$ cat config.mk
export PLATFORM = sky130hd
export DESIGN_NAME = xor_parity_bank
export DESIGN_NICKNAME = d
export VERILOG_FILES = /design/src/rtl/xor_parity_bank.sv
export SDC_FILE = /design/constraint.sdc
export NUM_CORES = 1
export LEC_CHECK = 0
export CORE_MARGIN = 2
export CORE_UTILIZATION = 55
export CTS_BUF_LIST = sky130_fd_sc_hd__clkbuf_16
export CTS_CLUSTER_DIAMETER = 120
export CTS_CLUSTER_SIZE = 24
export DETAILED_ROUTE_END_ITERATION = 6
export DONT_BUFFER_PORTS = 1
export PLACE_DENSITY_LB_ADDON = 0.15
export RECOVER_POWER = 50
export SYNTH_ARGS = -nofsm -noshare
export SYNTH_HDL_FRONTEND = slang
export SYNTH_SLANG_ARGS = --single-unit
$ cat constraint.sdc
create_clock -name clk -period 4.1 [get_ports clk]
set_input_delay 0.41 -clock clk [delete_from_list [all_inputs] [get_ports clk]]
set_output_delay 0.41 -clock clk [all_outputs]
set_load 0.05 [all_outputs]
$ cat src/rtl/xor_parity_bank.sv
// rtl/xor_parity_bank.sv - registered per-channel XOR parity with programmable inversion and block accumulator
module xor_parity_bank #(
    parameter int WIDTH    = 8,
    parameter int CHANNELS = 4,
    parameter int CH_W     = 2,
    parameter int ACC_LEN  = 16,
    parameter int CNT_W    = 5
) (
    input  logic                      clk,
    input  logic                      reset,
    input  logic [WIDTH*CHANNELS-1:0] a,
    input  logic [WIDTH*CHANNELS-1:0] b,
    input  logic                      in_valid,
    input  logic                      cfg_we,
    input  logic [CH_W-1:0]           cfg_ch,
    input  logic                      cfg_inv,
    input  logic                      acc_flush,
    output logic [CHANNELS-1:0]       z,
    output logic                      z_valid,
    output logic [CHANNELS-1:0]       acc_parity,
    output logic                      acc_done,
    output logic [CNT_W-1:0]          acc_len,
    output logic [CNT_W-1:0]          acc_count
);

    logic [CHANNELS-1:0] inv;
    logic [CHANNELS-1:0] acc;
    logic [CHANNELS-1:0] p;
    logic [CHANNELS-1:0] p_masked;
    logic                block_end;
    logic                terminal;

    always_comb begin
        p = '0;
        for (int i = 0; i < CHANNELS; i++) begin
            p[i] = (^(a[i*WIDTH +: WIDTH] ^ b[i*WIDTH +: WIDTH])) ^ inv[i];
        end
    end

    // A flush with nothing folded and no sample this cycle would emit an empty block; suppress it.
    assign block_end = in_valid && (acc_count == CNT_W'(ACC_LEN - 1));
    assign terminal  = block_end || (acc_flush && ((acc_count != '0) || in_valid));
    assign p_masked  = in_valid ? p : '0;

    always_ff @(posedge clk) begin
        if (reset) begin
            z          <= '0;
            z_valid    <= 1'b0;
            inv        <= '0;
            acc        <= '0;
            acc_count  <= '0;
            acc_parity <= '0;
            acc_len    <= '0;
            acc_done   <= 1'b0;
        end else begin
            if (in_valid) begin
                z <= p;
            end
            z_valid <= in_valid;

            // Out-of-range channel indices match no loop iteration and are dropped.
            for (int i = 0; i < CHANNELS; i++) begin
                if (cfg_we && (cfg_ch == CH_W'(i))) begin
                    inv[i] <= cfg_inv;
                end
            end

            if (terminal) begin
                acc_parity <= acc ^ p_masked;
                acc_len    <= acc_count + CNT_W'(in_valid);
                acc_done   <= 1'b1;
                acc        <= '0;
                acc_count  <= '0;
            end else begin
                acc_done <= 1'b0;
                if (in_valid) begin
                    acc       <= acc ^ p;
                    acc_count <= acc_count + CNT_W'(1);
                end
            end
        end
    end

endmodule

==> impl_results.md <==
- Worst reg2reg path startpoint: acc_count[1]
- Post-Route Setup TNS: 0 ps
- Post-CTS Repair Setup Buffers: 0
- Residual DRC count: 0
- Leak: 0.8866 nW
- Fin. max-slew vios: 0
- Die area: approximately 4400 sq um
- CP startpoint: acc_count[1]
- Layout overhead on the synthesized area: 4.643%
- Status: complete, no violations
- Crit Path Max Fanout: 9
- Clock skew: 2.164 ps
- Post-Syn Area: 2156 sq um
- Total number of vias: 1624
- # resized after CTS: 0
- Final Hold Slack: between 200 and 250 ps
- # port buffers: 0
- Final period util: 0.6686
- R2R depth: 8
- Global route hottest layer: met2
- Multi-input gate area: 1519 sq um
- Worst-skew pair later-pin latency: 260 ps
- Hold_sp: reset
- CTS Hold Bufs: 0
- Die Ht: 66.61 um
- Worst path most repeated cell: ha_1
- CORE AREA: 3716 sq um
- CP startpoint kind: flip-flop
- Met2 GRT Util: 0.3625
- HP Class: input pin to flip-flop
- #FFs+latches synth: 28
- Pwr/cell area: 420.7 nW/um^2
- Largest stage delay, worst path: 750 ps
- Required @ worst endpoint: around 4300 ps
- Slew headroom: 0.4747
- Crit path DAT: 2950 ps
- Post-DP HPWL: 3.335 mm
- Worst-margin pin slew: 786.9 ps
- Fill count: 337
- Met1 Usage GRT: 0.2227
- Largest net degree at the start of global routing: 34
- WL/cell: between 15 and 20 um
- Setup violators final: 0
- Max-cap check violation count: 0
- Final min period: 2741 ps
- Most frequent cells in the layout: 40 x xnor2_1, 28 x dfxtp_1, 20 x nand2_1
- CTS tree: yes
- CTS Sinks: 28
- Worst Hold Depth: 1
- Post-synthesis cell type count: 39
- 1st-iter DRT viols: between 40 and 50
- Critical path type: flip-flop to flip-flop
- Clock slew at reported path FFs: 70 ps
- Vias in the first global route: 1579
- NumNets Final: 300
- Max clock buf depth: 2
- Starting density of the core: 0.5801
- Chain of cells forming the critical path: ha_1 > and3_1 > ha_1 > nand2_1 > inv_1 > o21ai_4 > or4b_1 > nand4_1
- GPL Wtd Cong: 0.8069
- Root buffer cell: clkbuf_16
- Initial antenna violation count: 0
- Gate Count Post-Synth: 226
- Most common cell after layout, fill and taps aside: xnor2_1
- Avg Cell Area, Syn: between 9 and 10 sq um
- Final hold viol count: 0
- Crit-path slowest cell: dfxtp_1
- CP delay by family, top: simple AND/OR/NAND/NOR gates
- # diodes: 0
- 1st-pass router iterations: 4
- Routed WL: 4.235 mm
- Grt total ovfl: 0
- CP Capture Type: flip-flop
- Die Wd: 66.61 um
- Highest Clock Rate: between 0.3 and 0.4 GHz
- Num rows: 22
- Vias per inst: 6.015
- H-tree depth: 1
- Sequential Area: 560.5 sq um
- GR Util met3: 0.05405
- CP Depth: 8
- Mapped Nets: between 300 and 400
- Buffers plus inverters on the worst setup path: 1
- Yosys Warn Count: 0
- Total GRT Usage: 0.2009
- CTS buffer count: 3
- Share of layout cells above drive strength 1: 0.05405
- ANT nets after route: 0
- Unrepaired setup endpoints after global routing: false
- Wire length of the first global-routing pass: 6.900 mm
- Sequential element share of the synthesized area: 0.2600
- Maximum vdd drop: ~0.00021 V
- Power Total: 949.1 uW
- I/O pin total: just over 90
worst register-to-register path: cells and delay by family (launching register included):
kind	cells	cell delay, ps
AND/OR/NAND/NOR	4	1000
flip-flops	1	750
adder cells (fa/ha/maj)	2	530
buffers and inverters	1	270
AO/OA/AOI/OAI	1	130
layer usage:
metal | wire length (um) | share of wire
met5 | 0 | 0
met3 | 405 | 0.096
met2 | 2126 | 0.50
met4 | 57 | 0.013
met1 | 1646 | 0.39
registers in the layout (all words and copies together), names as in the netlist:
signal,count
inv,4
z,4
acc_len,5
z_valid,1
acc,4
acc_done,1
acc_count,5
acc_parity,4
per-stage QoR:
stage	cells	utilization	setup WS [ps]	cell area, sq um
detailed placement	266	0.5859	1412	2177
global placement	266	0.5859	1556	2177
finish	270	0.6071	1359	2256
CTS	270	0.6071	1365	2256
floorplan	226	-	1689	2156
global route	270	0.6071	1176	2256
cell type report:
class	instances	area share
inverter	10	0.01664
sequential	28	0.2485
tap	48	0.02662
clock inverter	1	0.001664
clock buffer	3	0.03328
multi-input combinational	180	0.6733
path summary, 6_finish.rpt:
check                                     end  slack [ps]
worst max-delay path            acc_parity[3]        1360
worst min register to register         acc[2]         490
worst max register to register  acc_parity[3]        1360
worst min-delay path                     z[3]         210
synthesized netlist by cell type (all sizes together):
library cell	instances	area [sq um]
mux2	1	11.26
o21ai	6	45.05
inv	10	37.54
dfxtp	28	560.5
o21a	4	37.53
and3	1	6.260
xnor3	8	180.2
a21oi	1	5.000
a2bb2oi	1	8.760
ha	5	62.56
nor3	1	16.27
buf	2	16.26
o2111ai	1	8.760
a211oi	1	7.510
o2111a	3	33.78
clkbuf	6	22.52
a31o	3	26.28
nand3b	7	52.55
nand2b	4	25.02
xnor2	40	350.3
or4	2	15.01
xor3	1	23.77
xor2	10	87.58
a2111oi	5	43.79
nor3b	1	7.510
a22o	2	17.52
nand2	20	75.07
or4b	4	43.79
or3	3	18.77
nor2b	7	43.79
mux2i	16	160.2
nand3	4	20.02
nand4	7	43.79
nor2	11	41.29
report_power, final:
group / internal, mW / switching [mW] / total [mW]
combinational: 0.168 / 0.134 / 0.302
clock: 0.131 / 0.0913 / 0.222
sequential: 0.307 / 0.118 / 0.425
kinds of logic after synthesis:
group | share of synthesized area
and+or+nand+nor | 0.1898
xor gates and xnor gates | 0.2977
DFF | 0.2600
AOI/OAI and AO/OA | 0.1085
buffers and inverters | 0.03540
muxes | 0.07951
adders and majority gates | 0.02902
Power figures use the tool's default switching activity.
